===== src/rtl/uart_pkg.sv =====
// Shared types, default parameters and parity helper for the UART blocks.
// Contents: rx_state_t receiver FSM encoding, DEF_* parameter defaults, calc_parity().
// Data words wider than the real frame are zero-extended before calc_parity().
package uart_pkg;

    typedef enum logic [2:0] {
        IDLE,
        START,
        DATA,
        PARITY,
        STOP,
        WAIT_HIGH
    } rx_state_t;

    localparam int DEF_DATA_BITS     = 8;
    localparam int DEF_OVERSAMPLE    = 16;
    localparam int DEF_CLKS_PER_TICK = 27;
    localparam int MAX_DATA_BITS     = 9;

    // Returns the parity bit a transmitter would send for this data word.
    // Zero padding above the real data bits does not change the result.
    function automatic logic calc_parity(input logic [MAX_DATA_BITS-1:0] data,
                                         input logic                     odd);
        return (^data) ^ odd;
    endfunction

endpackage


===== src/rtl/baud_tick_gen.sv =====
// Oversample tick generator: one-clk tick every CLKS_PER_TICK clks.
// Latency: first tick CLKS_PER_TICK clks after clr or rst; no backpressure, free running.
// Ports: clk, rst (sync, active high), clr (sync restart at 0), tick (one-clk pulse).
module baud_tick_gen
    import uart_pkg::*;
#(
    parameter int CLKS_PER_TICK = DEF_CLKS_PER_TICK
) (
    input  logic clk,
    input  logic rst,
    input  logic clr,
    output logic tick
);

    localparam int            CW   = $clog2(CLKS_PER_TICK);
    localparam logic [CW-1:0] LAST = CW'(CLKS_PER_TICK - 1);

    logic [CW-1:0] cnt;

    always_ff @(posedge clk) begin
        if (rst || clr || cnt == LAST) begin
            cnt <= '0;
        end else begin
            cnt <= cnt + 1'b1;
        end
    end

    assign tick = (cnt == LAST);

endmodule


===== src/rtl/uart_rx.sv =====
// UART receiver: 16x oversampled, mid-bit sampled, LSB-first deserialiser with error flags.
// Latency: Data_Rdy ~ (1.5+DATA_BITS[+1])*OVERSAMPLE*CLKS_PER_TICK + 3 clks after the start edge.
// Backpressure: none; every Data_Rdy pulse must be taken by the downstream FIFO.
// Ports: clk, rst (sync, active high), Serial_In (async line, idle high),
//        Rx_Data/Data_Rdy (word + one-clk strobe), Framing_Err, Parity_Err, Rx_Busy.
// Optional: define UART_RX_PARITY_EN to add a parity bit (PARITY_ODD selects odd parity).
module uart_rx
    import uart_pkg::*;
#(
    parameter int DATA_BITS     = DEF_DATA_BITS,
    parameter int OVERSAMPLE    = DEF_OVERSAMPLE,
    parameter int CLKS_PER_TICK = DEF_CLKS_PER_TICK
`ifdef UART_RX_PARITY_EN
    , parameter bit PARITY_ODD  = 1'b0
`endif
) (
    input  logic                 clk,
    input  logic                 rst,
    input  logic                 Serial_In,
    output logic [DATA_BITS-1:0] Rx_Data,
    output logic                 Data_Rdy,
    output logic                 Framing_Err,
    output logic                 Parity_Err,
    output logic                 Rx_Busy
);

    localparam int                   SW       = $clog2(OVERSAMPLE);
    localparam int                   BW       = $clog2(DATA_BITS);
    localparam logic [SW-1:0]        MID_CNT  = SW'(OVERSAMPLE / 2 - 1);
    localparam logic [SW-1:0]        END_CNT  = SW'(OVERSAMPLE - 1);
    localparam logic [BW-1:0]        LAST_BIT = BW'(DATA_BITS - 1);

    rx_state_t            state;
    rx_state_t            state_nxt;
    logic                 sync1;
    logic                 rx_s;
    logic                 tick;
    logic                 tick_clr;
    logic                 smp;
    logic                 par_bad;
    logic [SW-1:0]        sample_cnt;
    logic [BW-1:0]        bit_cnt;
    logic [DATA_BITS-1:0] shreg;

    // Restarting the tick phase on the start edge puts every later sample
    // point a fixed number of clks after the edge, i.e. in mid-bit.
    baud_tick_gen #(
        .CLKS_PER_TICK(CLKS_PER_TICK)
    ) u_tick (
        .clk (clk),
        .rst (rst),
        .clr (tick_clr),
        .tick(tick)
    );

`ifdef UART_RX_PARITY_EN
    logic par_bit;
    assign par_bad = (par_bit != calc_parity(MAX_DATA_BITS'(shreg), PARITY_ODD));
`else
    assign par_bad    = 1'b0;
    assign Parity_Err = 1'b0;
`endif

    assign Rx_Busy = (state != IDLE);

    // Next state; smp marks the sample tick of the current state
    // (half a bit in START to hit mid start bit, a full bit elsewhere).
    always_comb begin
        state_nxt = state;
        tick_clr  = 1'b0;
        smp       = 1'b0;
        case (state)
            IDLE: begin
                if (!rx_s) begin
                    state_nxt = START;
                    tick_clr  = 1'b1;
                end
            end
            START: begin
                smp = tick && (sample_cnt == MID_CNT);
                if (smp) begin
                    state_nxt = rx_s ? IDLE : DATA;
                end
            end
            DATA: begin
                smp = tick && (sample_cnt == END_CNT);
                if (smp && bit_cnt == LAST_BIT) begin
`ifdef UART_RX_PARITY_EN
                    state_nxt = PARITY;
`else
                    state_nxt = STOP;
`endif
                end
            end
`ifdef UART_RX_PARITY_EN
            PARITY: begin
                smp = tick && (sample_cnt == END_CNT);
                if (smp) begin
                    state_nxt = STOP;
                end
            end
`endif
            STOP: begin
                smp = tick && (sample_cnt == END_CNT);
                if (smp) begin
                    state_nxt = rx_s ? IDLE : WAIT_HIGH;
                end
            end
            WAIT_HIGH: begin
                // A held-low line (break) must not look like a new start bit.
                if (rx_s) begin
                    state_nxt = IDLE;
                end
            end
            default: state_nxt = IDLE;
        endcase
    end

    always_ff @(posedge clk) begin
        if (rst) begin
            state       <= IDLE;
            sync1       <= 1'b1;
            rx_s        <= 1'b1;
            sample_cnt  <= '0;
            bit_cnt     <= '0;
            shreg       <= '0;
            Rx_Data     <= '0;
            Data_Rdy    <= 1'b0;
            Framing_Err <= 1'b0;
`ifdef UART_RX_PARITY_EN
            par_bit     <= 1'b0;
            Parity_Err  <= 1'b0;
`endif
        end else begin
            sync1    <= Serial_In;
            rx_s     <= sync1;
            state    <= state_nxt;
            Data_Rdy <= 1'b0;

            if (state == IDLE || state == WAIT_HIGH) begin
                sample_cnt <= '0;
                bit_cnt    <= '0;
            end else if (tick) begin
                sample_cnt <= smp ? '0 : sample_cnt + 1'b1;
            end

            // Right shift into the MSB: after DATA_BITS samples the first
            // (least significant) bit sits at bit 0.
            if (smp && state == DATA) begin
                shreg   <= {rx_s, shreg[DATA_BITS-1:1]};
                bit_cnt <= bit_cnt + 1'b1;
            end

`ifdef UART_RX_PARITY_EN
            if (smp && state == PARITY) begin
                par_bit <= rx_s;
            end
`endif

            if (smp && state == STOP) begin
                Framing_Err <= !rx_s;
`ifdef UART_RX_PARITY_EN
                Parity_Err  <= par_bad;
`endif
                if (rx_s && !par_bad) begin
                    Rx_Data  <= shreg;
                    Data_Rdy <= 1'b1;
                end
            end
        end
    end

endmodule


===== config.mk =====
export PLATFORM = sky130hd
export DESIGN_NAME = uart_rx
export DESIGN_NICKNAME = d
export VERILOG_FILES = /design/src/rtl/uart_pkg.sv /design/src/rtl/baud_tick_gen.sv /design/src/rtl/uart_rx.sv
export SDC_FILE = /design/constraint.sdc
export NUM_CORES = 1
export LEC_CHECK = 0
export ABC_AREA = 1
export BUFFER_PORTS_ARGS = -buffer_cell sky130_fd_sc_hd__buf_2
export CAP_MARGIN = 25
export CORE_MARGIN = 1
export CORE_UTILIZATION = 55
export CTS_CLUSTER_DIAMETER = 120
export DETAILED_ROUTE_END_ITERATION = 10
export PLACE_DENSITY = 0.72
export SETUP_SLACK_MARGIN = 0.4
export SYNTH_ARGS = -nofsm -noshare
export SYNTH_HDL_FRONTEND = slang
export SYNTH_SLANG_ARGS = --single-unit

===== constraint.sdc =====
create_clock -name clk -period 2 [get_ports clk]
set_input_delay 0.2 -clock clk [delete_from_list [all_inputs] [get_ports clk]]
set_output_delay 0.2 -clock clk [all_outputs]
set_load 0.005 [all_outputs]

# After elaboration in Yosys (flattened, before gate mapping)
# Cells that the tools add are included.
totals:
  ram_bits: 0
  inputBits: 3
  n_memories: 0
  rom_bits: 0
  register_bits: 35
  latch_bits: 0
classes:
  reduce_logical: 17
  bitwise: 1
  div: 0
  muxes: 15
  magnitude_cmp: 0
  n_shift: 0
  n_eq_ne: 13
  add_sub_neg: 3
  mul: 0
ops:
  columns: ["cell", "count"]
  rows:
  - ["2-to-1 mux 3 bit", 8]
  - ["one-hot mux 3 bit (5 select lines)", 1]
  - ["!= test 2 bit, second input constant", 5]
  - ["equality test 3 bit, second input constant", 3]
  - ["OR reduction 2 bit", 3]
  - ["adder 5 x 1 -> 5 bit, second input constant", 1]
  - ["equality test 5 bit, second input constant", 1]
  - ["logical AND 1 bit", 5]
  - ["AND reduction 5 bit", 1]
  - ["adder 4 x 1 -> 4 bit, second input constant", 1]
  - ["equality test 4 x 3 -> 1 bit, second input constant", 1]
  - ["equality test 4 bit, second input constant", 1]
  - ["2-to-1 mux 4 bit", 1]
  - ["adder 3 x 1 -> 3 bit, second input constant", 1]
  - ["equality test 3 x 1 -> 1 bit, second input constant", 1]
  - ["equality test 3 x 2 -> 1 bit, second input constant", 1]
  - ["logical NOT 3 bit", 1]
  - ["logical OR 1 bit", 3]
  - ["2-to-1 mux 1 bit", 3]
  - ["nonzero test 3 bit", 1]
  - ["2-to-1 mux 2 bit", 1]
  - ["one-hot mux 1 bit (2 select lines)", 1]
  - ["AND reduction 2 bit", 1]
  - ["nonzero test 2 bit", 1]
  - ["other kinds (2)", 2]

# Longest topological paths before layout
# Gate-level depths: netlist of the first run.
depth:
  ltp_word: 6
  ltp_mapped: 11

# Cells and area by module
# From an unflattened synthesis of the first run, not the netlist that was laid out.
hier_totals:
  hier_cells: 198
  area_unflattened_um2: 1606.5
by_module_without_submodules:
  columns: ["module", "area_per_inst_um2", "instances", "seq_area_each_um2", "cells_per_inst"]
  rows:
  - ["uart_rx", 1356.3, 1, 600.6, 165]
  - ["baud_tick_gen", 250.2, 1, 100.1, 33]

# Worst setup path before layout of the first run
# Ideal clock, no wire load.
synth_timing:
  path_type: "reg-to-reg"
  startpoint: "register u_tick.cnt[0]"
  endpoint: "register bit_cnt[0]"
  setup_slack_ns: 0.611
  required_ns: 1.888
  path_stages_with_launch: 11
  synth_period_minus_slack_ns: 1.389
  arrival_time_ns: 1.277
  setup_time_ns: 0.112
  cell_sequence: "dfxtp_1 -> inv_1 -> ha_1 -> nand2_1 -> inv_1 -> nand2_2 -> nor2_4 -> nand4_2 -> buf_6 -> a21oi_2 -> nor2_1"
synth_between:
  elab_chain_len: 5
synth_rtl:
  columns: ["element", "line_no", "source"]
  rows:
  - ["start, declared", "baud_tick_gen.sv:18", "logic [CW-1:0] cnt;"]
  - ["start signal, assigned", "baud_tick_gen.sv:24", "cnt <= cnt + 1'b1;"]
  - ["equality test 5 bit (*)", "baud_tick_gen.sv:28", "assign tick = (cnt == LAST);"]
  - ["logical AND 1 bit (on tied branches)", "uart_rx.sv:86, uart_rx.sv:104, uart_rx.sv:80", null]
  - ["one-hot mux 1 bit (2 select lines) (*)", "uart_rx.sv:72", "case (state)"]
  - ["logical AND 1 bit (*)", "uart_rx.sv:149", "if (smp && state == DATA) begin"]
  - ["2-to-1 mux 3 bit or nonzero test 2 bit (tied branches)", null, null]
  - ["end signal, assigned", "uart_rx.sv:151", "bit_cnt <= bit_cnt + 1'b1;"]
  - ["end, declared", "uart_rx.sv:42", "logic [BW-1:0] bit_cnt;"]
# Every way passes the cells marked *; elsewhere a longest branch is shown, timed or not.
# A chain may end at the register's enable or synchronous reset.

# Worst setup path in the final report of the first run
layout_timing:
  startpoint: "register u_tick.cnt[0]"
  endpoint: "register bit_cnt[2]"
# Same word-level chain as after synthesis.

==> metrics.sh, run 1 <==
GRT_START_MAX_NET_PINS=23
DIEHEIGHT_UM=55.7
PLACEABLECOREAREA_UM2=2730
DRT.ANTENNA.VIOLATING_NETS=0
SEQUENTIAL_CELL_AREA_UM2=709
DPL_WORST_SLACK_NS=0.289
PATH_CLASS='flop to flop'
DRCVIOLATIONCOUNT=0
PATH_MAX_FANOUT=11
CELLLEAKAGEPOWER_nW=0.837
WARNINGS_FROM_YOSYS=0
GRT_USE_TOTAL=0.222
DETAIL_ROUTE.WL_PER_CELL_UM=14.0
MULTI_INPUT_COMB_AREA_UM2=937
CP_DATA_REQUIRED_TIME_NS=2.24
FINAL_WORST_CLOCK_SKEW_NS=0.0127
MIN_DELAY_WORST_ENDPOINT='sync1'
GRT_FIRST_PASS_WIRELENGTH_UM=5310
CTSLONGESTPATHBUFFERS=2
VIAS_PER_CELL=5.51
MAX_CAP_VIOLS=0
WORSTREG2REGSTART='u_tick.cnt[0]'
SYNTHESIS.NETS=209
TOTAL_POWER_mW=1.96
TIMING.HOLD.WORST.CLASS='input port to flop'
WHS_PATH_DEPTH=2
SETUP_VIOLATIONS=0
SYN_AREA_UM2=1590
SYNTH_CELL_TYPES=30
POSTROUTEWIRELENGTH_UM=3600
POST_DP_CELL_AREA_UM2=1660
YOSYSTOPAREACELLSHARE=0.442
TRITONCTS='built'
FILL_CELLS=234
FINAL_CORE_UTILIZATION=0.719
LAYOUT.CELLS.MOST_COMMON_LIST='sky130_fd_sc_hd__nand2_1 (46), sky130_fd_sc_hd__dfxtp_1 (28), sky130_fd_sc_hd__nor2_1 (17)'
POWER_PER_CELL_AREA_nW_PER_UM2=995
HOLDCRITSTARTPOINT='Serial_In'
DRT_ITER0_DRC=35
FLOW.AREA_GROWTH_FROM_SYNTHESIS_PCT=24.0
NUMPORTBUFFERS=13
SYNTH_SEQ_CELLS=35
GRT_REMAINING_OVERFLOW=0
CLK_PIN_SLEW_WORST_PATHS_NS=0.11
INITIAL_CORE_UTILIZATION=0.580
GRT_ANTENNA_BEFORE_REPAIR=0
SYNTHDOMINANTAREACELLTYPE='sky130_fd_sc_hd__dfxtp_1'
CRITPATHARRIVALTIME_NS=1.79
SETUP-TNS-FINAL_NS=0
LAYOUTNONFILLERINSTCOUNT=256
GRT_SETUP_UNREPAIRED='no'
CTS_MADE_BUFFERS=5
SYN_INST=201
FINAL-HOLD-VIOLATION-COUNT=0
SEQUENTIAL_TO_TOTAL_AREA_SHARE_FROM_YOSYS_STAT=0.442
POSTLAYOUTSETUPSLACKWORST_NS=0.446
MIN_PERIOD_OVER_PERIOD=0.777
BOUNDARYPINS=15
ANTENNA_CELLS=0
FINALWEIGHTEDCONGESTION=0.820
FLOORPLAN.DIE_AREA_UM2=3100
CTS_HOLD_BUF=0
POST_ROUTE_CELLS_DRIVE_ABOVE_1_SHARE=0.360
NNETSFINAL=232
PLACEDCELLCOUNT=240
FIRSTDRTPASSITERS=4
SYNTH_AREA_LEADERS='sky130_fd_sc_hd__dfxtp_1 (44%), sky130_fd_sc_hd__nand2_1 (11%), sky130_fd_sc_hd__nand3_1 (8.5%), sky130_fd_sc_hd__nor2_1 (4.3%), sky130_fd_sc_hd__a21oi_1 (4.1%)'
LAYOUT.CELL_AREA.NON_FILLER_UM2=1970
SLEW_HEADROOM=0.387
CRITPATHCAPTURETYPE='flop'
CLOCK.FMAX_GHz=0.643
TIMING.FINAL.MAX_SLEW_VIOLATIONS=0
DETAILROUTE.VIA_COUNT=1410
SYN_AVG_CELL_AREA_UM2=7.89
POST-ROUTE-MIN-PERIOD_NS=1.55
CLOCK_INSERTION_DELAY_WORST_SKEW_NS=0.35
FINAL_COMMON_CELL='sky130_fd_sc_hd__nand2_1'
DETAILEDPLACEMENTHPWL_UM=2190
FF2FF_SETUP_SLACK_NS=0.45
WORST_IR_DROP_VDD_mV=0.925
CTS.ROOT.BUFFER_CELL='sky130_fd_sc_hd__clkbuf_4'
ROWS=19
START_KIND='flop'
REG2REG_DEPTH=10
NUMBER_OF_GLOBAL_ROUTE_VIAS_BEFORE_REPAIR=1196
FINAL.HOLD.WORST_SLACK_NS=0.0289
OUTCOME='finished clean'
CTS.HTREE.LEVELS=2
REG2REG_TO='bit_cnt[2]'
CLOCK-SINKS=35
WORST_SLEW_PIN_SLEW_NS=0.918
DIE_X_UM=55.7
## per-layer routing
layer,global-route usage,vias up,wire (um)
met5,0,-,0
li1,-,702,-
met4,0.0857,0,96
met3,0.0698,10,136
met1,0.249,666,1470
met2,0.391,32,1900
## worst max-delay path by stage
stage | slack (ns) | cells after the start | to | startpoint
floorplan | 0.61 | 10 | bit_cnt[0] | u_tick.cnt[0]
global placement | 0.39 | 10 | shreg[6] | u_tick.cnt[0]
detailed placement | 0.29 | 7 | shreg[6] | sample_cnt[0]
CTS | 0.40 | 7 | shreg[6] | sample_cnt[0]
global route | 0.38 | 10 | shreg[0] | u_tick.cnt[0]
finish | 0.45 | 10 | bit_cnt[2] | u_tick.cnt[0]
## flip-flops by register name, indices dropped and copies added (netlist names)
name         flops
state            3
shreg            8
bit_cnt          3
rx_s             1
Data_Rdy         1
Rx_Data          8
sync1            1
sample_cnt       4
u_tick.cnt       5
Framing_Err      1
## final cells by class
class,count,area share
repair buffers,20,0.0662
well taps,31,0.0197
flip-flops and latches,35,0.361
clock buffers,6,0.0261
multi-input cells,146,0.476
clock inverters,2,0.0197
inverters,16,0.0312
## critical path, stage by stage (launching register included)
cell and delay, ns:
sky130_fd_sc_hd__dfxtp_2 0.34, sky130_fd_sc_hd__inv_2 0.06, sky130_fd_sc_hd__ha_4 0.13, sky130_fd_sc_hd__nand2_4 0.05
sky130_fd_sc_hd__inv_2 0.07, sky130_fd_sc_hd__nand2_4 0.06, sky130_fd_sc_hd__nor2_4 0.19, sky130_fd_sc_hd__nand4_4 0.20
sky130_fd_sc_hd__buf_4 0.21, sky130_fd_sc_hd__nand3_1 0.07, sky130_fd_sc_hd__a21oi_1 0.06
## kinds of logic after synthesis
family	synth area share
and+or+nand+nor	0.379
xor gates and xnor gates	0.0166
AOI/OAI and AO/OA	0.0607
other	0.00236
buffers and inverters	0.0599
adders and majority gates	0.0394
DFF	0.442
## repair_timing
action	in CTS	in global routing
setup endpoints to repair	9	23
pin swaps	0	9
gates cloned	0	1
buffers inserted	0	7
gates resized for setup	1	35
## cells in the mapped netlist, drive strengths merged
cell type / n
nand3: 30
nand2: 51
nand4: 6
nor2: 23
o21ai: 3
a21oi: 14
nor3b: 1
buf: 3
ha: 5
xnor2: 1
clkbuf: 2
clkinv: 1
conb: 1
inv: 15
nor3: 3
dfxtp: 35
or2: 4
o211ai: 1
xor2: 2
## power by group
| part | internal, mW | switching (mW) | leakage, nW |
|---|---|---|---|
| combinational | 0.180 | 0.387 | 0.503 |
| clock | 0.302 | 0.258 | 0.0489 |
| sequential | 0.744 | 0.0862 | 0.285 |
| total | 1.23 | 0.731 | 0.837 |
(Power assumes the default switching activity.)
==> inputs of run 2 (changes only) <==
--- a/config.mk
+++ b/config.mk
@@ -9,10 +9,10 @@
 export BUFFER_PORTS_ARGS = -buffer_cell sky130_fd_sc_hd__buf_2
 export CAP_MARGIN = 25
 export CORE_MARGIN = 1
-export CORE_UTILIZATION = 55
+export CORE_UTILIZATION = 52
 export CTS_CLUSTER_DIAMETER = 120
 export DETAILED_ROUTE_END_ITERATION = 10
-export PLACE_DENSITY = 0.72
+export PLACE_DENSITY = 0.71
 export SETUP_SLACK_MARGIN = 0.4
 export SYNTH_ARGS = -nofsm -noshare
 export SYNTH_HDL_FRONTEND = slang
==> constraint.sdc (replaced) <==
create_clock -name clk -period 1.35 [get_ports clk]
set_input_delay 0.135 -clock clk [delete_from_list [all_inputs] [get_ports clk]]
set_output_delay 0.135 -clock clk [all_outputs]
set_load 0.005 [all_outputs]
==> run 2 against run 1 <==
The flow now finishes with violations (design-rule violations, negative setup slack). Hold slack gained 0.16 ns. Fmax is 4.7% higher. Non-clock buffer count rose by 29. Critical path depth shrank 2. Sequential share of layout area decreased by 4.3 points. Global-route usage increased by 2.4 points. Final area grew 17%. Sequential cell count did not move. Register-to-register slack lost 0.58 ns. Clock-buffer cell count increased by 1. Critical endpoint unchanged.
==> metrics.sh, run 2 (synthesis gave the netlist of run 1 again) <==
POSTROUTEWIRELENGTH_UM=4170  # +16%
VIAS_PER_CELL=5.47  # -0.68%
ANTENNA_CELLS=0  # unchanged
NNETSFINAL=261  # +13%
WHS_PATH_DEPTH=3  # +1
LAYOUT.CELL_AREA.NON_FILLER_UM2=2290  # +17%
SETUP-TNS-FINAL_NS=-2.28  # -2.28 ns
CLK_PIN_SLEW_WORST_PATHS_NS=0.11  # about the same
DPL_WORST_SLACK_NS=-0.145  # -0.435 ns
PATH_CLASS='flop to flop'
BOUNDARYPINS=15  # unchanged
LAYOUTNONFILLERINSTCOUNT=285  # +11%
CTS.ROOT.BUFFER_CELL='sky130_fd_sc_hd__clkbuf_4'
REG2REG_TO='bit_cnt[2]'
DETAILEDPLACEMENTHPWL_UM=2630  # +20%
FINAL-HOLD-VIOLATION-COUNT=0  # unchanged
GRT_USE_TOTAL=0.246  # +0.0244
FINAL_WORST_CLOCK_SKEW_NS=0.0134  # +0.000744 ns
POWER.NET_SWITCHING_mW=1.19  # +62%
CRITPATHCAPTURETYPE='flop'
CP_NUM_BUF_INV=1  # -2
DETAILROUTE.VIA_COUNT=1559  # +11%
WORSTSETUPPATHDEPTH=8  # -2
GRT_START_MAX_NET_PINS=14  # -39%
POSTLAYOUTSETUPSLACKWORST_NS=-0.135  # -0.580 ns
POWER_PER_CELL_AREA_nW_PER_UM2=1290  # +30%
TIMING.FINAL.MAX_SLEW_VIOLATIONS=0  # unchanged
CELLLEAKAGEPOWER_nW=0.997  # +19%
WORSTREG2REGSTART='sample_cnt[0]'
LAYOUT.CELLS.MOST_COMMON_LIST='sky130_fd_sc_hd__nand2_1 (35), sky130_fd_sc_hd__buf_4 (29), sky130_fd_sc_hd__dfxtp_1 (19)'
FLOW.AREA_GROWTH_FROM_SYNTHESIS_PCT=44.5
POWER_FRAC_CLOCK=0.185  # -0.101
PLACEABLECOREAREA_UM2=2830  # +3.5%
CTSLONGESTPATHBUFFERS=2  # unchanged
CTS.HTREE.LEVELS=2  # unchanged
SEQUENTIAL_CELL_AREA_UM2=728  # +2.6%
CRIT_PATH_CELL_TRACE='ha_4 > nand3_4 > nor2_4 > nand2_2 > nand2_4 > buf_6 > nand3_2 > a21oi_2'
DIE_X_UM=57.2  # +2.7%
DIEHEIGHT_UM=57.2  # +2.7%
FLOP_PWR_SHARE=0.419  # -0.005
MIN_PERIOD_OVER_PERIOD=1.10  # +0.322
DETAIL_ROUTE.WL_PER_CELL_UM=14.6  # +4.2%
FILL_CELLS=185  # -21%
DRT.ANTENNA.VIOLATING_NETS=0  # unchanged
POST-ROUTE-MIN-PERIOD_NS=1.48  # -0.0698 ns
SETUP_VIOLATIONS=27  # +27
PLACEDCELLCOUNT=262  # +9.2%
TIMING.CRITICAL_PATH.SLOWEST_CELL_DELAY_NS=0.37  # +0.03 ns
COMB_POWER_SHARE=0.396  # +0.106
GRT_REMAINING_OVERFLOW=0  # unchanged
POWER.INTERNAL_mW=1.77  # +44%
POST_DP_CELL_AREA_UM2=1930  # +16%
FF2FF_SETUP_SLACK_NS=-0.13  # -0.58 ns
OUTCOME='finished with violations'
FINALWEIGHTEDCONGESTION=0.864  # +5.4%
DRT_ITER0_DRC=98  # +180%
FINAL_CORE_UTILIZATION=0.810  # +0.0908
FAILED_CHECKS='design-rule violations, negative setup slack'
CLOCK-SINKS=35  # unchanged
GRT_SETUP_UNREPAIRED='yes'
MAX_CAP_VIOLS=0  # unchanged
NUMBER_OF_GLOBAL_ROUTE_VIAS_BEFORE_REPAIR=1400  # +17%
DRCVIOLATIONCOUNT=2  # +2
PATH_MAX_FANOUT=3  # -8
GRT_FIRST_PASS_WIRELENGTH_UM=6150  # +16%
TOTAL_POWER_mW=2.95  # +51%
GRT_ANTENNA_BEFORE_REPAIR=0  # unchanged
CLOCK.FMAX_GHz=0.674  # +4.7%
REG.LARGEST.LIST='Rx_Data: 8 flops, shreg: 8 flops, u_tick.cnt: 5 flops'
NUMPORTBUFFERS=13  # unchanged
TRITONCTS='built'
FINAL.HOLD.WORST_SLACK_NS=0.190  # +0.161 ns
POST_ROUTE_CELLS_DRIVE_ABOVE_1_SHARE=0.524  # +0.164
CPLARGESTDELAYFAMILY='simple AND/OR/NAND/NOR gates'
FLOORPLAN.DIE_AREA_UM2=3280  # +5.6%
SLOWEST_STAGE_CELL_CRIT_PATH='sky130_fd_sc_hd__dfxtp_2'
START_KIND='flop'
WORST_IR_DROP_VDD_mV=0.963  # +4.1%
HOLDCRITSTARTPOINT='rst'
CP_DATA_REQUIRED_TIME_NS=1.63  # -0.61 ns
TIMING.HOLD.WORST.CLASS='input port to flop'
MULTI_INPUT_COMB_AREA_UM2=1030  # +10%
CLOCK_INSERTION_DELAY_WORST_SKEW_NS=0.35  # about the same
INITIAL_CORE_UTILIZATION=0.561  # -0.0195
FIRSTDRTPASSITERS=7  # +3
ROWS=19  # unchanged
CRITPATHARRIVALTIME_NS=1.76  # -0.03 ns
REG2REG_DEPTH=8  # -2
FINAL_COMMON_CELL='sky130_fd_sc_hd__nand2_1'
MIN_DELAY_WORST_ENDPOINT='shreg[6]'
SWITCHING_SHARE=0.402  # +0.0281
CTS_MADE_BUFFERS=5  # unchanged
==> run 2: changes by cell type in the layout (fill, tap and decap cells not counted), sizes merged <==
cell         previous run  this run
dlygate4sd3             0         2
buf                    20        47
clkinv                  1         2
inv                    16        15
clkbuf                  6         7
bufinv                  1         0
==> run 2: power groups by stage <==
stage          clock network [mW]  registers, mW  logic, mW
6_report                    0.547           1.24       1.17
3_3_place_gp                    0           1.24      0.904
3_5_place_dp                    0           1.25      0.932
4_1_cts                     0.549           1.22       1.01
2_1_floorplan                   0           1.22      0.671
5_1_grt                     0.594           1.25       1.27
==> run 2: routing by layer <==
metal | routed length, um | global-route usage | vias to the layer above | share of wire
li1 | - | - | 766 | -
met1 | 1800 | 0.317 | 743 | 0.43
met2 | 2110 | 0.400 | 39 | 0.50
met3 | 180 | 0.0635 | 11 | 0.043
met4 | 86 | 0.0906 | 0 | 0.021
met5 | 0 | 0 | - | 0
==> run 2: layout make-up <==
cell class	count	share of cell area
inverters	16	0.0295
repair buffers	49	0.163
flip-flops and latches	35	0.318
clock buffers	7	0.0197
well taps	31	0.0169
clock inverters	1	0.00218
multi-input cells	146	0.451
==> run 2: how the worst max path moves through the flow <==
stage | from | end
2_1_floorplan | u_tick.cnt[0] | Rx_Data[0]
3_3_place_gp | u_tick.cnt[0] | Rx_Data[0]
3_5_place_dp | sample_cnt[0] | bit_cnt[2]
4_1_cts | u_tick.cnt[0] | bit_cnt[0]
5_1_grt | u_tick.cnt[0] | shreg[7]
6_report | sample_cnt[0] | bit_cnt[2]
==> run 2: timing repair <==
action | in CTS | in global routing
gates resized for setup | 34 | 20
hold buffers | 2 | 0
pin swaps | 12 | 11
setup endpoints to repair | 39 | 42
gates cloned | 1 | 0
hold endpoints to repair | 2 | 0
setup buffers | 2 | 10
==> run 2: worst min-delay path: stages <==
cell                      delay (ns)
sky130_fd_sc_hd__buf_2          0.10
sky130_fd_sc_hd__buf_4          0.22
sky130_fd_sc_hd__a21oi_2        0.04
==> inputs of run 3 (changes only) <==
--- a/config.mk
+++ b/config.mk
@@ -6,8 +6,9 @@
 export NUM_CORES = 1
 export LEC_CHECK = 0
 export ABC_AREA = 1
-export BUFFER_PORTS_ARGS = -buffer_cell sky130_fd_sc_hd__buf_2
+export BUFFER_PORTS_ARGS = -buffer_cell sky130_fd_sc_hd__buf_4
 export CAP_MARGIN = 25
+export CORE_ASPECT_RATIO = 0.75
 export CORE_MARGIN = 1
 export CORE_UTILIZATION = 52
 export CTS_CLUSTER_DIAMETER = 120
==> run 3 against run 2 <==
The run ends with negative setup slack left. Sequential cell count stayed put. Hold slack worse by 0.15 ns. Combinational power is 5% lower. Fmax is 2.2% lower. Power is 7.7% higher. Critical path type unchanged. Critical endpoint is now Rx_Data[3].
==> metrics.sh, run 3 (synthesis gave the netlist of run 1 again) <==
OUTCOME='finished with violations'
FAILED_CHECKS='negative setup slack'
GRT_START_MAX_NET_PINS=20  # +6
CTSLONGESTPATHBUFFERS=2  # unchanged
CLK_PIN_SLEW_WORST_PATHS_NS=0.06  # -0.05 ns
POSTROUTEWIRELENGTH_UM=4680  # +12%
CTS.ROOT.BUFFER_CELL='sky130_fd_sc_hd__clkbuf_8'
PATH_CLASS='flop to flop'
ANTENNA_CELLS=0  # unchanged
REG.LARGEST.LIST='Rx_Data: 8 flops, shreg: 8 flops, u_tick.cnt: 5 flops'
POSTLAYOUTSETUPSLACKWORST_NS=-0.167  # -0.0329 ns
CTS_HOLD_BUF=0  # -2
NUMPORTBUFFERS=13  # unchanged
CRITPATHCAPTURETYPE='flop'
WORSTREG2REGSTART='u_tick.cnt[0]'
INITIAL_CORE_UTILIZATION=0.578  # +0.0177
CLOCK-SINKS=35  # unchanged
REG2REG_DEPTH=11  # +3
DETAIL_ROUTE.WL_PER_CELL_UM=16.7  # +14%
CP_DATA_REQUIRED_TIME_NS=1.52  # -0.11 ns
PATH_MAX_FANOUT=5  # +2
NUMBER_OF_GLOBAL_ROUTE_VIAS_BEFORE_REPAIR=1453  # +3.8%
CRIT_PATH_CELL_TRACE='inv_2 > ha_4 > nand2_4 > inv_2 > nand2_4 > nor2_4 > nand2_2 > nand2_4 > nand3_4 > nand3_2 > nand2_1'
DIE_X_UM=65.8  # +15%
SLOWEST_STAGE_CELL_CRIT_PATH='sky130_fd_sc_hd__dfxtp_2'
POST-ROUTE-MIN-PERIOD_NS=1.52  # +0.0329 ns
LAYOUT.CELLS.MOST_COMMON_LIST='sky130_fd_sc_hd__nand2_1 (33), sky130_fd_sc_hd__buf_4 (32), sky130_fd_sc_hd__dfxtp_1 (28)'
CTS.HTREE.LEVELS=2  # unchanged
FILL_CELLS=139  # -25%
TIMING.FINAL.MAX_SLEW_VIOLATIONS=0  # unchanged
TIMING.CRITICAL_PATH.SLOWEST_CELL_DELAY_NS=0.32  # -0.05 ns
CLOCK.FMAX_GHz=0.659  # -2.2%
ROWS=16  # -3
CLOCK_INSERTION_DELAY_WORST_SKEW_NS=0.29  # -0.06 ns
DETAILROUTE.VIA_COUNT=1589  # +1.9%
HOLDCRITSTARTPOINT='Serial_In'
FINAL-HOLD-VIOLATION-COUNT=0  # unchanged
POST_ROUTE_CELLS_DRIVE_ABOVE_1_SHARE=0.537  # +0.0133
DIEHEIGHT_UM=49.8  # -13%
PLACEABLECOREAREA_UM2=2740  # -3.1%
WORST_IR_DROP_VDD_mV=1.13  # +18%
TRITONCTS='built'
DRT.ANTENNA.VIOLATING_NETS=0  # unchanged
DETAILEDPLACEMENTHPWL_UM=2560  # -2.7%
MIN_DELAY_WORST_ENDPOINT='sync1'
FF2FF_SETUP_SLACK_NS=-0.17  # -0.03 ns
DRCVIOLATIONCOUNT=0  # -2
FINAL_WORST_CLOCK_SKEW_NS=0.0133  # -0.000157 ns
WHS_PATH_DEPTH=2  # -1
GRT_SETUP_UNREPAIRED='yes'
GRT_ANTENNA_BEFORE_REPAIR=0  # unchanged
NNETSFINAL=251  # -3.8%
MIN_PERIOD_OVER_PERIOD=1.12  # +0.0243
DPL_WORST_SLACK_NS=-0.137  # +0.00829 ns
TOTAL_POWER_mW=3.18  # +7.7%
DRT_ITER0_DRC=74  # -24%
CELLLEAKAGEPOWER_nW=0.972  # -2.5%
POWER_PER_CELL_AREA_nW_PER_UM2=1350  # +4.9%
TIMING.HOLD.WORST.CLASS='input port to flop'
BOUNDARYPINS=15  # unchanged
GRT_FIRST_PASS_WIRELENGTH_UM=6760  # +10%
START_KIND='flop'
CTS_MADE_BUFFERS=5  # unchanged
VIAS_PER_CELL=5.68  # +3.7%
FIRSTDRTPASSITERS=4  # -3
GRT_REMAINING_OVERFLOW=0  # unchanged
MAX_CAP_VIOLS=0  # unchanged
LAYOUTNONFILLERINSTCOUNT=280  # -1.8%
PLACEDCELLCOUNT=263  # +0.38%
SETUP-TNS-FINAL_NS=-3.02  # -0.735 ns
FINAL_COMMON_CELL='sky130_fd_sc_hd__nand2_1'
FLOORPLAN.DIE_AREA_UM2=3280  # about the same
WORST_PATH_MOST_REPEATED_CELL='sky130_fd_sc_hd__nand2_4'
FLOW.AREA_GROWTH_FROM_SYNTHESIS_PCT=48.3
CRITPATHARRIVALTIME_NS=1.69  # -0.07 ns
GRT_USE_TOTAL=0.275  # +0.0285
SETUP_VIOLATIONS=31  # +15%
FINALWEIGHTEDCONGESTION=0.804  # -6.9%
REG2REG_TO='Rx_Data[3]'
[run 3: worst max path at each step]
stage | startpoint | endpoint | slack (ns) | depth (start not counted)
2_1_floorplan | u_tick.cnt[0] | Rx_Data[0] | -0.03 | 11
3_3_place_gp | sample_cnt[0] | Rx_Data[0] | -0.1 | 8
3_5_place_dp | sample_cnt[0] | Rx_Data[0] | -0.14 | 8
4_1_cts | u_tick.cnt[0] | Rx_Data[4] | -0.08 | 11
5_1_grt | u_tick.cnt[0] | Rx_Data[3] | -0.23 | 11
6_report | u_tick.cnt[0] | Rx_Data[3] | -0.17 | 11
[run 3: area by class of cell]
class                      instances  area [um^2]  share of cell area
clock buffer                       8          100              0.0425
inverter                          16         67.6              0.0287
multi-input combinational        146         1090               0.461
sequential                        35          714               0.304
tap                               36         45.0              0.0191
timing repair buffer              39          340               0.145
[run 3: timing repair]
action	CTS	global route
setup endpoints to repair	34	34
cloned	1	0
resized for setup	31	29
pin swaps	10	13
buffers inserted	5	3
[run 3: routing by layer]
| metal | vias up | wire length, um | GRT usage |
|---|---|---|---|
| met4 | 0 | 88 | 0.0761 |
| met1 | 782 | 2050 | 0.357 |
| li1 | 745 | - | - |
| met5 | - | 0 | 0 |
| met2 | 51 | 2300 | 0.447 |
| met3 | 11 | 238 | 0.0694 |
[run 3: critical path, delay by kind of cell, from the launching register on]
kind	cells	cell delay, ns
simple gates	8	0.83
fa+ha+maj	1	0.13
buf+inv	2	0.12
flops	1	0.32
[run 3: power by group]
part	internal [mW]	leakage, nW	switching [mW]
clock network	0.466	0.0515	0.366
registers	1.12	0.287	0.121
logic	0.402	0.634	0.710
total	1.98	0.972	1.20
[run 3: metrics by stage]
stage | cell area [um^2] | util | hold slack [ns]
floorplan | 1680 | - | 0.204
global placement | 1920 | 0.701 | 0.322
detailed placement | 1920 | 0.701 | 0.323
CTS | 2200 | 0.801 | 0.0358
global route | 2350 | 0.858 | 0.0345
finish | 2350 | 0.858 | 0.0391
